### src/rtl/sim_clock_gen.sv
// sim_clock_gen: multi-channel programmable clock/tick divider with shadowed, glitch-free reprogramming.
// Define SIM_CLOCK_GEN_IMMEDIATE_EN to apply config writes at once, restarting the channel's period.
module sim_clock_gen #(
   parameter int                CH_NUM   = 2,
   parameter int                DIV_W    = 17,
   parameter logic [DIV_W-1:0]  DEF_DIV0 = DIV_W'(120878),
   parameter logic [DIV_W-1:0]  DEF_DIV1 = DIV_W'(164),
   parameter logic              DEF_MODE = 1'b0
) (
   input  logic              clk,
   input  logic              reset,
   input  logic [CH_NUM-1:0] en,
   input  logic              sync,
   input  logic              cfg_wr,
   input  logic [1:0]        cfg_ch,
   input  logic [DIV_W-1:0]  cfg_div,
   input  logic              cfg_mode,
   output logic [CH_NUM-1:0] clk_out,
   output logic [CH_NUM-1:0] tick,
   output logic              cfg_err
);
   logic cfg_err_q;

   always_ff @(posedge clk or negedge reset)
      if (!reset) cfg_err_q <= 1'b0;
      else        cfg_err_q <= cfg_wr && (int'(cfg_ch) >= CH_NUM);

   assign cfg_err = cfg_err_q;

   for (genvar c = 0; c < CH_NUM; c++) begin : g_ch
      localparam logic [DIV_W-1:0] DEF_DIV = (c == 0) ? DEF_DIV0 : DEF_DIV1;
      logic [DIV_W-1:0] cnt_q, cnt_d, div_q, div_d, div_sh_q, div_sh_d;
      logic mode_q, mode_d, mode_sh_q, mode_sh_d, pend_q, pend_d;
      logic clk_q, clk_d, tick_q, tick_d;
      logic wr, tc, half;

      assign wr   = cfg_wr && (int'(cfg_ch) == c);
      assign tc   = cnt_q == div_q;
      assign half = cnt_q == (div_q >> 1);

      always_comb begin
         cnt_d     = cnt_q;
         div_d     = div_q;
         mode_d    = mode_q;
         div_sh_d  = div_sh_q;
         mode_sh_d = mode_sh_q;
         pend_d    = pend_q;
         clk_d     = 1'b0;
         tick_d    = 1'b0;
         if (!en[c]) begin
            cnt_d = '0;
            if (pend_q) begin
               div_d  = div_sh_q;
               mode_d = mode_sh_q;
               pend_d = 1'b0;
            end
         end else if (sync) begin
            cnt_d = '0;
            clk_d = !mode_q;
         end else begin
            cnt_d  = tc ? '0 : cnt_q + 1'b1;
            tick_d = tc;
            // set on TC wins over clear at half period, so div==0 holds high
            clk_d  = mode_q ? tc : (tc || (clk_q && !half));
            if (tc && pend_q) begin
               div_d  = div_sh_q;
               mode_d = mode_sh_q;
               pend_d = 1'b0;
            end
         end
         if (wr) begin
            div_sh_d  = cfg_div;
            mode_sh_d = cfg_mode;
`ifdef SIM_CLOCK_GEN_IMMEDIATE_EN
            div_d  = cfg_div;
            mode_d = cfg_mode;
            pend_d = 1'b0;
            cnt_d  = '0;
            clk_d  = 1'b0;
            tick_d = 1'b0;
`else
            pend_d = 1'b1;
`endif
         end
      end

      always_ff @(posedge clk or negedge reset)
         if (!reset) begin
            cnt_q     <= '0;
            div_q     <= DEF_DIV;
            mode_q    <= DEF_MODE;
            div_sh_q  <= DEF_DIV;
            mode_sh_q <= DEF_MODE;
            pend_q    <= 1'b0;
            clk_q     <= 1'b0;
            tick_q    <= 1'b0;
         end else begin
            cnt_q     <= cnt_d;
            div_q     <= div_d;
            mode_q    <= mode_d;
            div_sh_q  <= div_sh_d;
            mode_sh_q <= mode_sh_d;
            pend_q    <= pend_d;
            clk_q     <= clk_d;
            tick_q    <= tick_d;
         end

      assign clk_out[c] = clk_q;
      assign tick[c]    = tick_q;
   end
endmodule
### config.mk
export PLATFORM = sky130hd
export DESIGN_NAME = sim_clock_gen
export DESIGN_NICKNAME = d
export VERILOG_FILES = /design/src/rtl/sim_clock_gen.sv
export SDC_FILE = /design/constraint.sdc
export NUM_CORES = 1
export LEC_CHECK = 0
export ABC_AREA = 1
export BUFFER_PORTS_ARGS = -buffer_cell sky130_fd_sc_hd__buf_2
export CORE_UTILIZATION = 30
export DETAILED_ROUTE_END_ITERATION = 6
export GPL_TIMING_DRIVEN = 1
export HOLD_SLACK_MARGIN = 0.08
export PLACE_DENSITY_LB_ADDON = 0.08
export SKIP_LAST_GASP = 1
export SLEW_MARGIN = 20
export SYNTH_ARGS = -nofsm -noshare
export SYNTH_HDL_FRONTEND = slang
export SYNTH_SLANG_ARGS = --single-unit
### constraint.sdc
create_clock -name clk -period 2.3 [get_ports clk]
set_input_delay 0.23 -clock clk [delete_from_list [all_inputs] [get_ports clk]]
set_output_delay 0.23 -clock clk [all_outputs]
set_load 0.03 [all_outputs]
==> run_results.csv <==
group,metric,value,unit
placement,gp_congestion,0.8297,
clock_network,cts_max_path_buffers,2,
critical_path,cp.required,2.59,ns
worst_hold_path,min_from,"cfg_div[16]",
placement,pre_cts_ws,0.3295,ns
sta,finClkSkew,0.009678,ns
power,ir_drop,0.4377,mV
final_layout,n_antenna_cell,0,
synth,synth_edf_count,0,
floorplan,die-area,20200,um^2
clock_network,hold_buffers,11,
critical_path,worstSetupStartpoint,"g_ch[0].div_q[14]",
sta,tns,0,ns
synth,ys_top_cells_by_area,"dfrtp_1 (38%), nand2_1 (15%), dfstp_2 (11%)",
power,p_sw_share,29.25,%
sta,worst_slack,0.3315,ns
critical_path,reg2reg_depth,11,
global_routing,grt_pass1_wl,24070,um
global_routing,grt-ovfl-total,0,
final_layout,drive_gt1_share,17.95,%
sta,period_needed,1.968,ns
synth,synth_cells,751,
clock_network,clk_pin_slew,0.06,ns
detailed_routing,drtPass1Iterations,4,
critical_path,reg2reg_from,"g_ch[0].div_q[14]",
detailed_routing,drc,0,
power,power_density,927.6,nW/um^2
clock_network,cts_root_buf,"clkbuf_16",
power,internal_power,4.603,mW
power,power.leakage,3.336,nW
detailed_routing,drt_iter0_markers,298,
synth,synthArstFlopShare,100.0,%
critical_path,critPathArrivalTime,2.26,ns
power,switchingPower,1.903,mW
worst_hold_path,min_path_type,"in -> reg",
synth,synth_ff_type,"dfrtp_1",
floorplan,die_x,142.1,um
global_routing,grt_max_degree,55,
final_layout,register_area,2858,um^2
synth,ys_types,35,
clock_network,clock_latency,0.41,ns
critical_path,critical_path_class,"reg -> reg",
floorplan,rows,50,
placement,port_buffers,30,
floorplan,initial_core_util,31.08,%
global_routing,antenna_found_initial,0,
power,combPwrFrac,17.4,%
sta,hold_slack,0.09250,ns
final_layout,fillers,1997,
synth,ys_seq_elements,113,
synth,yosysWarnings,0,
sta,rsz0062_at_grt,"false",
sta,drv_slew,0,
critical_path,crit_path_end_kind,"flop",
power,pwr-share-clk,41.6,%
detailed_routing,postRouteAntennaNets,0,
clock_network,cts_buffers,17,
global_routing,grt.met3_usage,4.206,%
synth,yosysSeqAreaShare,48.50,%
detailed_routing,routed_wl,14240,um
global_routing,use_met2,22.68,%
critical_path,cp-start-kind,"flop",
floorplan,die_h,142.1,um
detailed_routing,wire_per_inst,13.33,um
final_layout,nNetsFinal,823,
sta,setup_viol,0,
critical_path,worst-path-max-fanout,19,
worst_hold_path,min_path_cells,3,
power,power_frac_seq,41.0,%
global_routing,busiest_layer,"met2",
run_status,outcome,"completed",
final_layout,multiInputGateArea,2529,um^2
clock_network,post-cts-setup-buffers,0,
clock_network,cts_tree,"built",
global_routing,use_met1,22.15,%
synth,synth_top_area_share,37.80,%
synth,yosysMostFrequentCell,"nand2_1",
floorplan,core,18960,um^2
sta,slew_headroom,49.95,%
run,drv_cap,0,
sta,hold_viol,0,
sta,max_freq,508.0,MHz
detailed_routing,vias_per_cell,4.435,
synth,netlist_area,5892,um^2
global_routing,grt_pass1_vias,4770,
clock_network,ctsResizeCount,0,
synth,synthTopCellsByCount,"nand2_1 (236), dfrtp_1 (89), inv_1 (76)",
clock_network,clock_sink_count,113,
synth,synth_area_leader_cell,"dfrtp_1",
synth,syn-mean-instance-area,7.845,um^2
sta,period_share,85.59,%
clock_network,cts_max_level,4,
floorplan,num_io_pins,31,
global_routing,gr-usage-all-layers,15.47,%
synth,syn_nets,779,
final_layout,synthToLayoutAreaGrowth,19.05,%
placement,dp_hpwl,10270,um
detailed_routing,vias,4737,
sta,worstMarginPinSlew,0.7508,ns
## cells by family (layout without fill, tap and decap cells)
family / after synthesis / after routing / share of synthesized area, %
and+or+nand+nor: 418 / 418 / 31.49
buffers and inverters: 120 / 177 / 8.579
DFF: 113 / 113 / 48.50
AOI/OAI and AO/OA: 58 / 58 / 5.054
xor gates and xnor gates: 40 / 40 / 5.946
adders and majority gates: 2 / 2 / 0.4247
## flip-flops by register name, summed over array words and instances, names as in the netlist
signal / flops
g_ch.pend_q: 2
g_ch.clk_q: 2
g_ch.div_q: 34
g_ch.div_sh_q: 34
g_ch.mode_sh_q: 2
g_ch.tick_q: 2
g_ch.cnt_q: 34
g_ch.mode_q: 2
cfg_err: 1
## worst max-delay path: stages, from the launching register on
cell     delay [ns]
dfstp_2        0.55
inv_1          0.07
nand2_1        0.06
nand2_1        0.05
nor2_1         0.16
nand2_1        0.09
nor2_2         0.12
nand4_2        0.17
nand2_4        0.24
nand2_4        0.18
nand2_1        0.12
nand2_1        0.06
## cell usage in the layout, fill, tap and decap left out, types with 4 or more instances in the layout
| master | count |
|---|---|
| inv_1 | 76 |
| clkbuf_16 | 17 |
| dfstp_2 | 24 |
| or2_2 | 4 |
| nand4_1 | 11 |
| buf_4 | 8 |
| nand2_1 | 236 |
| nor3_2 | 4 |
| dlygate4sd3_1 | 11 |
| buf_2 | 29 |
| xnor2_1 | 19 |
| clkinv_2 | 4 |
| inv_2 | 20 |
| o21ai_0 | 46 |
| nor2_1 | 66 |
| nor3_1 | 7 |
| nand2_2 | 11 |
| dfrtp_1 | 89 |
| nor2_2 | 7 |
| xor2_1 | 21 |
| a21oi_1 | 6 |
| nand3_1 | 61 |
## through the flow
| stage | power, mW | utilization [%] | area (um^2) | cells |
|---|---|---|---|---|
| after CTS | 6.593 | 37.00 | 7014 | 1068 |
| after floorplan | 3.482 | - | 5892 | 751 |
| after global routing | 6.895 | 37.00 | 7014 | 1068 |
| after detailed placement | 3.820 | 33.22 | 6297 | 1025 |
| final | 6.506 | 37.00 | 7014 | 1068 |
| after global placement | 3.804 | 33.22 | 6297 | 1025 |
## area by class of cell
class | count | share of cell area, %
clock buffers | 22 | 6.761
clock inverters | 10 | 1.891
inverters | 96 | 5.137
flip-flops and latches | 113 | 40.74
well taps | 260 | 4.638
multi-input cells | 518 | 36.05
repair buffers | 49 | 4.781
## path summary, 6_finish.rpt
check | endpoint | slack [ns]
worst max-delay path | g_ch[0].div_q[10] | 0.33
worst max register to register | g_ch[0].div_q[10] | 0.33
worst min register to register | g_ch[0].div_q[12] | 0.48
worst min-delay path | g_ch[0].div_sh_q[16] | 0.09
max in group asynchronous | g_ch[0].div_q[11] | 1.15
min in group asynchronous | g_ch[1].cnt_q[0] | 0.37
## layer usage
layer | up-vias | part of all wire (%)
li1 | 2425 | -
met4 | 0 | 0.78
met1 | 2245 | 52
met3 | 6 | 3.2
met5 | - | 0
met2 | 61 | 44
## power by group through the flow
stage / Sequential (mW) / Combinational, mW / Clock (mW)
2_1_floorplan: 2.60 / 0.884 / 0
3_3_place_gp: 2.70 / 1.11 / 0
3_5_place_dp: 2.70 / 1.12 / 0
4_1_cts: 2.67 / 1.15 / 2.78
5_1_grt: 2.72 / 1.30 / 2.87
6_report: 2.67 / 1.13 / 2.71
Power figures use the tool's default switching activity.
